[src/rtl/serial_mouse_tx_pkg.sv]
// serial_mouse_tx_pkg
// Shared constants for the Microsoft serial-mouse transmitter:
//   - ident byte values ('M' and the Logitech '3' suffix)
//   - header-byte bit positions (SYNC=6, L=5, R=4)
//   - FSM state encodings (exported on the top-level oState debug port)
//   - MAX_BYTES, the depth of the per-packet byte queue
//   - satAdd(): saturating accumulator step
//   - headerByte(): builds packet byte 0 from buttons and delta high bits
// Optional feature macro used by the importing files: SERIAL_MOUSE_3BTN_EN
package serial_mouse_tx_pkg;

    localparam logic [6:0] IDENT_M     = 7'h4D;
    localparam logic [6:0] IDENT_3     = 7'h33;
    localparam logic [6:0] BYTE_M_DOWN = 7'h20;
    localparam logic [6:0] BYTE_M_UP   = 7'h00;

    localparam int PKT_SYNC = 6;
    localparam int PKT_L    = 5;
    localparam int PKT_R    = 4;

    localparam int MAX_BYTES = 4;

    localparam logic [1:0] ST_OFF        = 2'd0;
    localparam logic [1:0] ST_IDENT_WAIT = 2'd1;
    localparam logic [1:0] ST_IDLE       = 2'd2;
    localparam logic [1:0] ST_SEND       = 2'd3;

    // Add a 9-bit signed delta to an 8-bit signed accumulator, clamping
    // the 10-bit signed sum to the range a packet can carry.
    function automatic logic signed [7:0] satAdd(input logic signed [7:0] acc,
                                                 input logic signed [8:0] delta);
        logic signed [9:0] sum;
        sum = $signed({{2{acc[7]}}, acc}) + $signed({delta[8], delta});
        if (sum > 10'sd127) begin
            return 8'sd127;
        end else if (sum < -10'sd128) begin
            return -8'sd128;
        end else begin
            return sum[7:0];
        end
    endfunction

    // Byte 0: 1, L, R, Y7, Y6, X7, X6
    function automatic logic [6:0] headerByte(input logic       btnL,
                                              input logic       btnR,
                                              input logic [1:0] yHi,
                                              input logic [1:0] xHi);
        logic [6:0] b;
        b           = '0;
        b[PKT_SYNC] = 1'b1;
        b[PKT_L]    = btnL;
        b[PKT_R]    = btnR;
        b[3:2]      = yHi;
        b[1:0]      = xHi;
        return b;
    endfunction

endpackage

[src/rtl/serial_mouse_tx_shifter.sv]
// serial_mouse_tx_shifter
// 7N1 serialiser with its own baud counter: start bit 0, seven data bits
// LSB first, stop bit 1, each bit BIT_CYCLES clocks long.
// Ports:
//   iClk, iRstN   clock, asynchronous active-low reset
//   iAbort        drop any frame in flight; line returns to 1 next cycle
//   iStart        load iData and begin a frame (accepted when idle or on oDone)
//   iData[6:0]    byte to send
//   oTx           serial line, idle 1
//   oDone         one-cycle pulse on the last clock of the stop bit
//   oBusy         frame in flight
// Handshake: iStart is honoured whenever oBusy=0 or oDone=1; a start on the
// oDone cycle makes the next start bit follow the stop bit with no gap.
module serial_mouse_tx_shifter #(
    parameter int BIT_CYCLES = 8333
) (
    input  logic       iClk,
    input  logic       iRstN,
    input  logic       iAbort,
    input  logic       iStart,
    input  logic [6:0] iData,
    output logic       oTx,
    output logic       oDone,
    output logic       oBusy
);

    localparam int CW = $clog2(BIT_CYCLES + 1);

    logic [8:0]    shReg;
    logic [CW-1:0] baudCnt;
    logic [3:0]    bitIdx;
    logic          active;
    logic          bitEnd;

    assign bitEnd = active && (baudCnt == CW'(BIT_CYCLES - 1));
    assign oDone  = bitEnd && (bitIdx == 4'd8);
    assign oTx    = shReg[0];
    assign oBusy  = active;

    always_ff @(posedge iClk or negedge iRstN) begin
        if (!iRstN) begin
            shReg   <= '1;
            baudCnt <= '0;
            bitIdx  <= '0;
            active  <= 1'b0;
        end else if (iAbort) begin
            shReg   <= '1;
            baudCnt <= '0;
            bitIdx  <= '0;
            active  <= 1'b0;
        end else if (iStart && (!active || oDone)) begin
            shReg   <= {1'b1, iData, 1'b0};
            baudCnt <= '0;
            bitIdx  <= '0;
            active  <= 1'b1;
        end else if (bitEnd) begin
            // Shift in ones so the line idles high once the stop bit is out.
            shReg   <= {1'b1, shReg[8:1]};
            baudCnt <= '0;
            bitIdx  <= bitIdx + 4'd1;
            if (bitIdx == 4'd8) begin
                active <= 1'b0;
            end
        end else if (active) begin
            baudCnt <= baudCnt + 1'b1;
        end
    end

endmodule

[src/rtl/serial_mouse_tx.sv]
// serial_mouse_tx
// Device end of a Microsoft serial-mouse link. Accumulates relative motion
// and buttons, sends 3-byte MS packets on a 7N1 line, and answers an RTS
// rising edge with the ident sequence.
// Ports:
//   iClk        system clock (CLK_FREQ Hz)
//   iRstN       asynchronous active-low reset, deassertion synchronised here
//   iMoveValid  one-cycle strobe qualifying iDx/iDy/iBtnL/iBtnR/iBtnM
//   iDx, iDy    9-bit signed deltas (+right, +down)
//   iBtnL/R/M   buttons, 1 = pressed (M only with SERIAL_MOUSE_3BTN_EN)
//   iRts        host RTS; 0 = mouse unpowered
//   oTx         serial line to host, idle 1
//   oBusy       frame or ident in flight
//   oState      current FSM state (ST_* encodings), for observation
// Handshake: iMoveValid has no ready; every strobe is taken in the cycle it
// is high (ignored only while the FSM is OFF).
// Option macro: SERIAL_MOUSE_3BTN_EN selects Logitech 3-button mode
// (ident 'M','3'; 4th byte on middle-button change).
module serial_mouse_tx
    import serial_mouse_tx_pkg::*;
#(
    parameter int CLK_FREQ  = 10_000_000,
    parameter int BAUD      = 1200,
    parameter int IDENT_DLY = CLK_FREQ / 100
) (
    input  logic       iClk,
    input  logic       iRstN,
    input  logic       iMoveValid,
    input  logic [8:0] iDx,
    input  logic [8:0] iDy,
    input  logic       iBtnL,
    input  logic       iBtnR,
    input  logic       iBtnM,
    input  logic       iRts,
    output logic       oTx,
    output logic       oBusy,
    output logic [1:0] oState
);

    localparam int BIT_CYCLES = CLK_FREQ / BAUD;
    localparam int IW         = $clog2(IDENT_DLY + 1);

    // Async assert, two-flop synchronised release.
    logic [1:0] rstSync;
    logic       rstN;

    always_ff @(posedge iClk or negedge iRstN) begin
        if (!iRstN) begin
            rstSync <= 2'b00;
        end else begin
            rstSync <= {rstSync[0], 1'b1};
        end
    end
    assign rstN = rstSync[1];

    logic [1:0]        state;
    logic              rtsQ;
    logic [IW-1:0]     identCnt;
    logic signed [7:0] accX;
    logic signed [7:0] accY;
    logic              btnL;
    logic              btnR;
    logic              sentL;
    logic              sentR;
    logic [6:0]        byteQ [MAX_BYTES];
    logic [2:0]        nBytes;
    logic [2:0]        byteIdx;

    logic rtsRise;
    logic mChg;
    logic btnChg;
    logic pktLatch;
    logic identDone;
    logic shStart;
    logic shDone;
    logic shBusy;
    logic sendDone;

`ifdef SERIAL_MOUSE_3BTN_EN
    logic btnM;
    logic sentM;
    assign mChg = (btnM != sentM);
`else
    logic unusedBtnM;
    assign unusedBtnM = iBtnM;
    assign mChg       = 1'b0;
`endif

    assign rtsRise   = iRts && !rtsQ;
    assign btnChg    = (btnL != sentL) || (btnR != sentR) || mChg;
    assign pktLatch  = (state == ST_IDLE) &&
                       ((accX != 8'sd0) || (accY != 8'sd0) || btnChg);
    assign identDone = (state == ST_IDENT_WAIT) && (identCnt == IW'(IDENT_DLY - 1));
    // Next byte goes out as soon as the shifter is free or finishing, so
    // queued bytes run back-to-back.
    assign shStart   = (state == ST_SEND) && (!shBusy || shDone) && (byteIdx < nBytes);
    assign sendDone  = (state == ST_SEND) && shDone && (byteIdx == nBytes);

    assign oBusy  = (state == ST_SEND);
    assign oState = state;

    always_ff @(posedge iClk or negedge rstN) begin
        if (!rstN) begin
            state    <= ST_OFF;
            rtsQ     <= 1'b0;
            identCnt <= '0;
            nBytes   <= '0;
            byteIdx  <= '0;
            sentL    <= 1'b0;
            sentR    <= 1'b0;
`ifdef SERIAL_MOUSE_3BTN_EN
            sentM    <= 1'b0;
`endif
            for (int i = 0; i < MAX_BYTES; i++) begin
                byteQ[i] <= '0;
            end
        end else begin
            rtsQ     <= iRts;
            identCnt <= (state == ST_IDENT_WAIT) ? identCnt + 1'b1 : '0;
            if (shStart) begin
                byteIdx <= byteIdx + 3'd1;
            end
            // Power loss wins over everything, from any state.
            if (!iRts) begin
                state <= ST_OFF;
            end else begin
                case (state)
                    ST_OFF: begin
                        if (rtsRise) begin
                            state <= ST_IDENT_WAIT;
                        end
                    end
                    ST_IDENT_WAIT: begin
                        if (identDone) begin
                            state    <= ST_SEND;
                            byteIdx  <= '0;
                            byteQ[0] <= IDENT_M;
`ifdef SERIAL_MOUSE_3BTN_EN
                            byteQ[1] <= IDENT_3;
                            nBytes   <= 3'd2;
`else
                            nBytes   <= 3'd1;
`endif
                        end
                    end
                    ST_IDLE: begin
                        if (pktLatch) begin
                            state    <= ST_SEND;
                            byteIdx  <= '0;
                            byteQ[0] <= headerByte(btnL, btnR, accY[7:6], accX[7:6]);
                            byteQ[1] <= {1'b0, accX[5:0]};
                            byteQ[2] <= {1'b0, accY[5:0]};
                            sentL    <= btnL;
                            sentR    <= btnR;
`ifdef SERIAL_MOUSE_3BTN_EN
                            sentM    <= btnM;
                            if (mChg) begin
                                byteQ[3] <= btnM ? BYTE_M_DOWN : BYTE_M_UP;
                                nBytes   <= 3'd4;
                            end else begin
                                nBytes   <= 3'd3;
                            end
`else
                            nBytes   <= 3'd3;
`endif
                        end
                    end
                    ST_SEND: begin
                        if (sendDone) begin
                            state <= ST_IDLE;
                        end
                    end
                    default: state <= ST_OFF;
                endcase
            end
        end
    end

    // Accumulators and latched buttons. On the latch cycle the accumulators
    // restart from zero, but a move strobed in that same cycle is kept.
    always_ff @(posedge iClk or negedge rstN) begin
        if (!rstN) begin
            accX <= 8'sd0;
            accY <= 8'sd0;
            btnL <= 1'b0;
            btnR <= 1'b0;
`ifdef SERIAL_MOUSE_3BTN_EN
            btnM <= 1'b0;
`endif
        end else if (state == ST_OFF) begin
            accX <= 8'sd0;
            accY <= 8'sd0;
        end else begin
            if (pktLatch) begin
                accX <= iMoveValid ? satAdd(8'sd0, iDx) : 8'sd0;
                accY <= iMoveValid ? satAdd(8'sd0, iDy) : 8'sd0;
            end else if (iMoveValid) begin
                accX <= satAdd(accX, iDx);
                accY <= satAdd(accY, iDy);
            end
            if (iMoveValid) begin
                btnL <= iBtnL;
                btnR <= iBtnR;
`ifdef SERIAL_MOUSE_3BTN_EN
                btnM <= iBtnM;
`endif
            end
        end
    end

    serial_mouse_tx_shifter #(
        .BIT_CYCLES(BIT_CYCLES)
    ) uShifter (
        .iClk  (iClk),
        .iRstN (rstN),
        .iAbort(!iRts),
        .iStart(shStart),
        .iData (byteQ[byteIdx[1:0]]),
        .oTx   (oTx),
        .oDone (shDone),
        .oBusy (shBusy)
    );

endmodule

[config.mk]
export PLATFORM = sky130hd
export DESIGN_NAME = serial_mouse_tx
export DESIGN_NICKNAME = d
export VERILOG_FILES = /design/src/rtl/serial_mouse_tx_pkg.sv /design/src/rtl/serial_mouse_tx_shifter.sv /design/src/rtl/serial_mouse_tx.sv
export SDC_FILE = /design/constraint.sdc
export NUM_CORES = 1
export LEC_CHECK = 0
export BUFFER_PORTS_ARGS = -buffer_cell sky130_fd_sc_hd__buf_2
export CORE_MARGIN = 3
export CORE_UTILIZATION = 56
export CTS_CLUSTER_SIZE = 24
export DETAILED_ROUTE_END_ITERATION = 7
export PLACE_DENSITY = 0.77
export SYNTH_ARGS = -nofsm -noshare
export SYNTH_HDL_FRONTEND = slang
export SYNTH_SLANG_ARGS = --single-unit
[constraint.sdc]
create_clock -name iClk -period 2.8 [get_ports iClk]
set_clock_uncertainty 0.05 [all_clocks]
set_input_delay 0.28 -clock iClk [delete_from_list [all_inputs] [get_ports iClk]]
set_output_delay 0.28 -clock iClk [all_outputs]
set_load 0.005 [all_outputs]
=== Word-level counts from Yosys, hierarchy flattened ===
Index checks and enable logic that the tools add are counted.

* Register bits after elaboration: 95
* Bits of input ports: 25
* Output and inout port bits: 4
* Logic and storage cells: 132

* Add/subtract/negate cells: 6
* $lt $le $gt $ge: 10
* Eq/ne operators: 18
* Mux-type cells: 51
* Bitwise logic cells: 2
* Reduce and logical (&&, ||, !) cells: 26

{| class="wikitable"
|+ Operators by type and width
! kind !! number
|-
| $mux 8 || 16
|-
| $mux 14 || 4
|-
| $mux 9 || 3
|-
| $mux 21 || 1
|-
| $mux 7 || 3
|-
| $add 8x9->10 || 2
|-
| $gt 10x8->1 const B || 2
|-
| $lt 10x8->1 const B || 2
|-
| $gt 9x8->1 const B || 2
|-
| $lt 9x8->1 const B || 2
|-
| $mux 3 || 6
|-
| $add 17x1->17 const B || 1
|-
| $eq 17x17->1 const B || 1
|-
| $mux 17 || 1
|-
| $reduce_bool 8->1 || 2
|-
| $add 14x1->14 const B || 1
|-
| $bmux 7 s2 || 1
|-
| $eq 14x14->1 const B || 1
|-
| $pmux 7 s2 || 1
|-
| $mux 4 || 3
|-
| $pmux 3 s2 || 2
|-
| $logic_and 1x1->1 || 10
|-
| $mux 2 || 5
|-
| $ne 3x3->1 const B || 3
|-
| other kinds (25) || 38
|}

=== Longest topological paths before layout ===
Gate-level depths: netlist (run 1).

* Word-level depth: 10
* Depth in mapped cells: 10
* Mapped depth without buffers: 9

=== Hierarchy ===
Synthesis (run 1) repeated with hierarchy kept, for this count alone.

* Cell total of the unflattened synthesis: 593
* Area total of the unflattened synthesis: 5724.2 um^2

{| class="wikitable"
|+ By module, submodules not included
! module !! times used !! cells each !! area each (um^2) !! sequential area each (um^2)
|-
| serial_mouse_tx || 1 || 440 || 4194.0 || 1651.6
|-
| serial_mouse_tx_shifter || 1 || 153 || 1530.2 || 685.7
|}

=== Least setup slack after synthesis (run 1) ===
No wires, ideal clock.

* Path kind: reg-to-reg
* From: register accX[0]
* To: register accX[0]
* Library setup time: 0.123 ns
* Data arrival time: 2.411 ns
* Required time: 2.627 ns
* Slack: 0.215 ns
* Stages on the path, launching flop included: 10
* Path buffers: 0
* Period minus slack after synthesis: 2.585 ns
* Path through: dfrtp_1 ha_1 fa_1 a211oi_1 nor3_2 mux2i_1 a2111oi_2 o21ai_1 a211oi_1 o21ai_1

* Cells in the longest elaborated chain, start to end: 7
* Elaborated cells between the ends (all ways): 13
* Those cells by class: 1 x add/sub; 2 x order compare; 5 x mux; 5 x reduce/logical

{| class="wikitable"
|+ Ends and longest elaborated chain
! item !! line !! RTL
|-
| start, declared || serial_mouse_tx.sv:59 || <nowiki>logic signed [7:0] accX;</nowiki>
|-
| start signal, assigned || serial_mouse_tx.sv:195 || <nowiki>accX <= iMoveValid ? satAdd(8'sd0, iDx) : 8'sd0;</nowiki>
|-
| start signal, assigned || serial_mouse_tx.sv:198 || <nowiki>accX <= satAdd(accX, iDx);</nowiki>
|-
| $add 8x9->10 || serial_mouse_tx_pkg.sv:33 || <nowiki>sum = $signed({{2{acc[7]}}, acc}) + $signed({delta[8], delta});</nowiki>
|-
| $lt 10x8->1 || serial_mouse_tx_pkg.sv:36 || <nowiki>end else if (sum < -10'sd128) begin</nowiki>
|-
| $mux 8 || serial_mouse_tx_pkg.sv:36 ||
|-
| $mux 8 || serial_mouse_tx_pkg.sv:34 || <nowiki>if (sum > 10'sd127) begin</nowiki>
|-
| $mux 8 || serial_mouse_tx.sv:197 || <nowiki>end else if (iMoveValid) begin</nowiki>
|-
| $mux 8 || serial_mouse_tx.sv:194 || <nowiki>if (pktLatch) begin</nowiki>
|-
| $mux 8 || serial_mouse_tx.sv:190 || <nowiki>end else if (state == ST_OFF) begin</nowiki>
|}

Parallel ways exist; a longest one is shown, timed or not. The select of a mux whose other input is x is not followed.
A chain may end at the register's enable or synchronous reset.

=== Worst setup path after layout (run 1) ===
* From: register accX[0]
* To: register accX[1]

The elaborated chain is that of the path after synthesis.

==> results_dict.tcl, run 1 <==
set metrics [dict create \
    drt_wl_total_mm 11.2 \
    crit_type "register to register" \
    diodes 0 \
    hold_class "input pin to register" \
    yosysWarnings 7 \
    num_vias 4348 \
    cp_max_fo 7 \
    ys_seq_elements 93 \
    period_needed_ps 2600 \
    drt_iter0_markers 205 \
    synth_area_leaders "dfrtp_1 (38%), ha_1 (6.7%), o21ai_0 (4.4%)" \
    post-place-cells 735 \
    start_kind "register" \
    synth.cell_area_um2 5560 \
    cap_violations 0 \
    cts_inserted_buffers 9 \
    synth_top_cell_area_share_pct 38.2 \
    ys.flop_type "dfrtp_1" \
    wl_per_cell_um 14.9 \
    drive_above_1_share_pct 16.4 \
    timing.final.crit_share_pct 92.9 \
    synthArstFlopShare_pct 100 \
    core_um2 9460 \
    clock.fmax_mhz 385 \
    io_buffers 27 \
    required_ps 2990 \
    die_area_um2 11200 \
    clkTransAtPathRegs_ps 90 \
    leakage_nw 2.72 \
    final_cells 752 \
    clk-insertion-delay-late_ps 370 \
    syn_to_final_growth_pct 9.85 \
    drtAntennaViolNets 0 \
    die_w_um 106 \
    hold_path_depth 2 \
    grt_antenna_before_repair 0 \
    die_height_um 106 \
    relSlewSlack_pct 61.4 \
    finalSetupViolCount 0 \
    worst_pin_slew_ps 578 \
    hold_viol_final 0 \
    final_util_pct 64.6 \
    viasPerCell 5.78 \
    ff2ff_path_depth 9 \
    synth_edf_count 0 \
    grt_overflow 0 \
    track_usage_pct 20.8 \
    syn_inst 584 \
    power.density_nw_per_um2 767 \
    crit_path_end_kind "register" \
    cts.sinks 93 \
    wl_met3_um 352 \
    synth_cell_types 62 \
    yosys.area.top_type "dfrtp_1" \
    syn_area_per_cell_um2 9.53 \
    cts_root_buffer "clkbuf_8" \
    nets 675 \
    wl_met1_mm 5.22 \
    final_cell_mix "dfrtp_1 (84), nand2_1 (63), o21ai_0 (49)" \
    top_layer "met4" \
    drv_slew 0 \
    rows 35 \
    clock_path_buffers 2 \
    peakVddDrop_uv 475 \
    met2_length_mm 5.50 \
    cts_tree "built" \
    outcome "finished, final reports clean" \
    hpwl_mm 8.40 \
    drtPass1Iterations 5 \
    grt_start_max_net_pins 54 \
    h-tree-depth 3 \
    grt_pass1_wl_mm 19.1 \
    worstPathArrival_ps 2790 \
    final_common_cell "dfrtp_1" \
    pin_count 29 \
    grt_pass1_vias 4176 \
    syn_nets 641 \
    gp_congestion 0.807 \
    initial_core_util_pct 58.8 \
    ys_seq_area_share_pct 42.0 \
    drc 0 \
    grt_setup_unrepaired "false" \
]
[per-stage QoR]
stage	power (mW)	hold slack [ps]	setup TNS, ps	setup slack [ps]	cell area (um2)
floorplan	3.34	-65.6	0	215	5560
global placement	3.77	15.0	0	6.79	5900
detailed placement	3.85	16.8	-21.2	-20.5	5900
CTS	4.65	81.1	0	3.16	6080
global route	5.06	82.5	0	3.09	6110
finish	4.69	96.2	0	200	6110
[synth_stat cells (3+ instances only)]
cell type and n:
dfstp_2 8, nor3_1 7, maj3_1 7, nor2_1 42
or2_2 3, inv_1 20, mux2_2 19, a21oi_1 32
nand4_1 6, or3_1 4, a211oi_1 11, nand3_1 24
nand4b_1 3, clkbuf_1 10, nor4_1 4, o22a_1 3
buf_1 3, o21ai_1 9, xor2_1 17, a22oi_1 3
o211ai_1 4, nand2_1 63, xnor2_1 23, and2_1 19
a21o_1 6, buf_2 5, mux2i_1 16, nand2b_1 4
ha_1 30, o21ai_0 49, nor2b_1 6, and3_1 5
dfrtp_1 85
[critical path, cell delays in order, from the launching register on]
cell	delay (ps)
dfrtp_1	400
ha_1	220
fa_1	450
a211oi_2	260
nor3_2	80
mux2i_1	160
a2111oi_4	350
o21ai_2	180
a211oi_1	260
o21ai_1	80
[sequential cells by signal, summed over array words and instances (netlist names), 2 cells and up]
signal            cells
accX                  8
accY                  8
byteIdx               3
byteQ                19
identCnt             17
nBytes                2
oState                2
rstSync               2
uShifter.baudCnt     14
uShifter.bitIdx       4
uShifter.shReg        8
[final cells by class]
| type | count | area, um2 |
|---|---|---|
| Tap cell | 129 | 161 |
| Sequential cell | 93 | 2340 |
| Clock buffer | 11 | 131 |
| Multi-Input combinational cell | 452 | 3110 |
| Fill cell | 815 | 3350 |
| Clock inverter | 5 | 36.3 |
| Timing Repair Buffer | 41 | 255 |
| Inverter | 21 | 78.8 |
[power by group]
part           switching, mW  internal, mW  leakage, nW
registers              0.271          1.63         1.21
clock network          0.464         0.325       0.0760
logic                   1.09         0.903         1.44
[cells by family (layout without fill, tap and decap cells)]
family                   Yosys count  count (layout)  synth area share [%]
AO/OA/AOI/OAI                    137             137                  15.2
XOR/XNOR                          40              40                  6.30
adder cells (fa/ha/maj)           39              39                  8.73
buffers and inverters             39              78                  2.74
flip-flops                        93              93                  42.0
multiplexers                      35              35                  6.73
other                              1               1                0.0674
AND/OR/NAND/NOR                  200             200                  18.3
[timing repair]
item,in CTS,in global routing
buffers inserted,0,0
hold buffers,1,0
setup endpoints to repair,0,14
endpoints found under the hold margin,2,0
gates resized for setup,0,6
[worst paths after layout]
| check | startpoint | end | slack [ps] |
|---|---|---|---|
| min reg2reg | rstSync[1]$_DFF_PN0_ | btnR$_DFFE_PN0P_ | 250 |
| min in group asynchronous | iRstN | rstSync[1]$_DFF_PN0_ | 180 |
| min | iBtnL | btnL$_DFFE_PN0P_ | 100 |
| max reg2reg | accX[0]$_DFFE_PN0P_ | accX[1]$_DFFE_PN0P_ | 200 |
| max | accX[0]$_DFFE_PN0P_ | accX[1]$_DFFE_PN0P_ | 200 |
| max in group asynchronous | rstSync[1]$_DFF_PN0_ | uShifter.shReg[4]$_DFFE_PN1P_ | 1740 |
[metal layers]
metal	track usage (%)	vias up
met2	35.6	82
met4	6.94	0
li1	-	2134
met5	0	-
met3	2.76	16
met1	27.2	2116
Note: power is estimated with default switching activity, not from simulation.
==> run 2, diff against run 1 <==
--- a/config.mk
+++ b/config.mk
@@ -11,6 +11,8 @@
 export CTS_CLUSTER_SIZE = 24
 export DETAILED_ROUTE_END_ITERATION = 7
 export PLACE_DENSITY = 0.77
+export SETUP_SLACK_MARGIN = 0.2
+export SLEW_MARGIN = 20
 export SYNTH_ARGS = -nofsm -noshare
 export SYNTH_HDL_FRONTEND = slang
 export SYNTH_SLANG_ARGS = --single-unit
==> results_dict.tcl, run 2 (synthesis results as in run 1) <==
set metrics [dict create \
    outcome "finished, final reports clean" \
    grt_setup_unrepaired "true" \
    final_common_cell "dfrtp_1" \
    n_fill_cell 782 \
    peakVddDrop_uv 594 \
    period_needed_ps 2520 \
    drtAntennaViolNets 0 \
    required_ps 3000 \
    drtPass1Iterations 5 \
    power_mw 4.93 \
    grt_overflow 0 \
    regMostFlops "byteQ" \
    track_usage_pct 20.9 \
    multi_input_area_um2 3190 \
    finalSetupViolCount 0 \
    viasPerCell 5.79 \
    rows 35 \
    cts.sinks 93 \
    grt_pass1_vias 4207 \
    initial_core_util_pct 58.8 \
    core_um2 9460 \
    ff2ff_path_depth 9 \
    die_area_um2 11200 \
    syn_to_final_growth_pct 12.0 \
    pin_count 29 \
    leakage_nw 2.76 \
    wl_per_cell_um 15.3 \
    drt_wl_total_mm 11.6 \
    power.density_nw_per_um2 791 \
    largest_registers "byteQ: 19 flops, identCnt: 17 flops, uShifter.baudCnt: 14 flops" \
    crit_path_end_kind "register" \
    hold_class "input pin to register" \
    num_vias 4386 \
    comb_power_share_pct 45.3 \
    cp_max_fo 7 \
    pwr-share-clk_pct 16.1 \
    pwr-share-seq_pct 38.6 \
    slowest_stage "fa_2" \
    final_cells 757 \
    hpwl_mm 8.40 \
    cts_inserted_buffers 9 \
    hold_viol_final 0 \
    intPower_mw 2.98 \
    swShare_pct 39.6 \
    timing.final.crit_share_pct 89.9 \
    crit_type "register to register" \
    worstPathCellList "ha_2, fa_2, a211oi_4, nor3_2, mux2i_1, a2111oi_4, o21ai_4, a211oi_2, o21ai_1" \
    cap_violations 0 \
    r2r_slack_ps 280 \
    grt_pass1_wl_mm 19.2 \
    diodes 0 \
    clock_path_buffers 2 \
    grt_antenna_before_repair 0 \
    grt_start_max_net_pins 54 \
    clock.fmax_mhz 397 \
    die_height_um 106 \
    slowest_delay_ps 430 \
    relSlewSlack_pct 61.2 \
    drc 0 \
    start_kind "register" \
    final_util_pct 65.9 \
    nets 680 \
    seq_area_um2 2340 \
    largest_reg_flops 19 \
    io_buffers 27 \
    worstPathArrival_ps 2710 \
    h-tree-depth 3 \
    worst_pin_slew_ps 581 \
    post-place-cells 735 \
    netSwitchingPower_mw 1.95 \
    cts_root_buffer "clkbuf_8" \
    drive_above_1_share_pct 18.9 \
    die_w_um 106 \
    cts_tree "built" \
    drv_slew 0 \
    drt_iter0_markers 198 \
    final_cell_mix "dfrtp_1 (84), nand2_1 (63), o21ai_0 (47)" \
    clkTransAtPathRegs_ps 90 \
    hold_path_depth 2 \
    clk-insertion-delay-late_ps 370 \
    gp_congestion 0.807 \
]
run 2: cell count changes in the layout (fill, tap and decap cells not counted), sizes merged:
cell	previous run	this run
buf	40	45
run 2: metal layers:
layer  vias to the layer above  track usage, %  wire length [um]
met4                         0            7.12               166
met1                      2135            27.4              5340
met5                         -               0                 0
li1                       2144               -                 -
met3                        20            2.76               370
met2                        87            35.6              5690
run 2: per-stage QoR:
step / setup WS (ps) / instance area, um2 / setup TNS (ps) / hold WS [ps]
6_report: 282 / 6230 / 0 / 90.7
5_1_grt: 193 / 6230 / 0 / 82.5
4_1_cts: 194 / 6100 / 0 / 81.1
3_5_place_dp: -20.5 / 5900 / -21.2 / 16.8
3_3_place_gp: 6.79 / 5900 / 0 / 15.0
2_1_floorplan: 215 / 5560 / 0 / -65.6
run 2: layout make-up:
| type | count | share of cell area (%) |
|---|---|---|
| Inverter | 21 | 1.26 |
| Clock buffer | 11 | 2.11 |
| Sequential cell | 93 | 37.6 |
| Timing Repair Buffer | 46 | 4.70 |
| Tap cell | 129 | 2.59 |
| Multi-Input combinational cell | 452 | 51.2 |
| Clock inverter | 5 | 0.582 |
run 2: power by group through the flow:
stage / combinational (mW) / sequential, mW / clock (mW)
detailed placement: 1.92 / 1.93 / 0
global route: 2.47 / 1.94 / 0.872
CTS: 1.96 / 1.90 / 0.816
floorplan: 1.49 / 1.85 / 0
global placement: 1.85 / 1.92 / 0
finish: 2.23 / 1.90 / 0.795
run 2: worst paths after layout:
path	start	endpoint
worst max-delay path	accX[0]$_DFFE_PN0P_	accX[2]$_DFFE_PN0P_
worst min-delay path	iBtnL	btnL$_DFFE_PN0P_
worst max register to register	accX[0]$_DFFE_PN0P_	accX[2]$_DFFE_PN0P_
worst min register to register	rstSync[1]$_DFF_PN0_	btnR$_DFFE_PN0P_
max in group asynchronous	rstSync[1]$_DFF_PN0_	uShifter.shReg[5]$_DFFE_PN1P_
min in group asynchronous	iRstN	rstSync[1]$_DFF_PN0_
run 2: worst max-delay path, delay by kind of cell (launching register included):
family / cells / cell delay, ps
AOI/OAI and AO/OA: 5 / 1100
adders and majority gates: 2 / 630
DFF: 1 / 400
muxes: 1 / 160
and+or+nand+nor: 1 / 80
run 2: timing repair:
item | 4_1_cts | 5_1_grt
hold buffers | 1 | 0
setup endpoints to repair | 14 | 14
buffers inserted | 0 | 5
gates resized for setup | 5 | 19
pin swaps | 3 | 10
hold endpoints to repair | 2 | 0
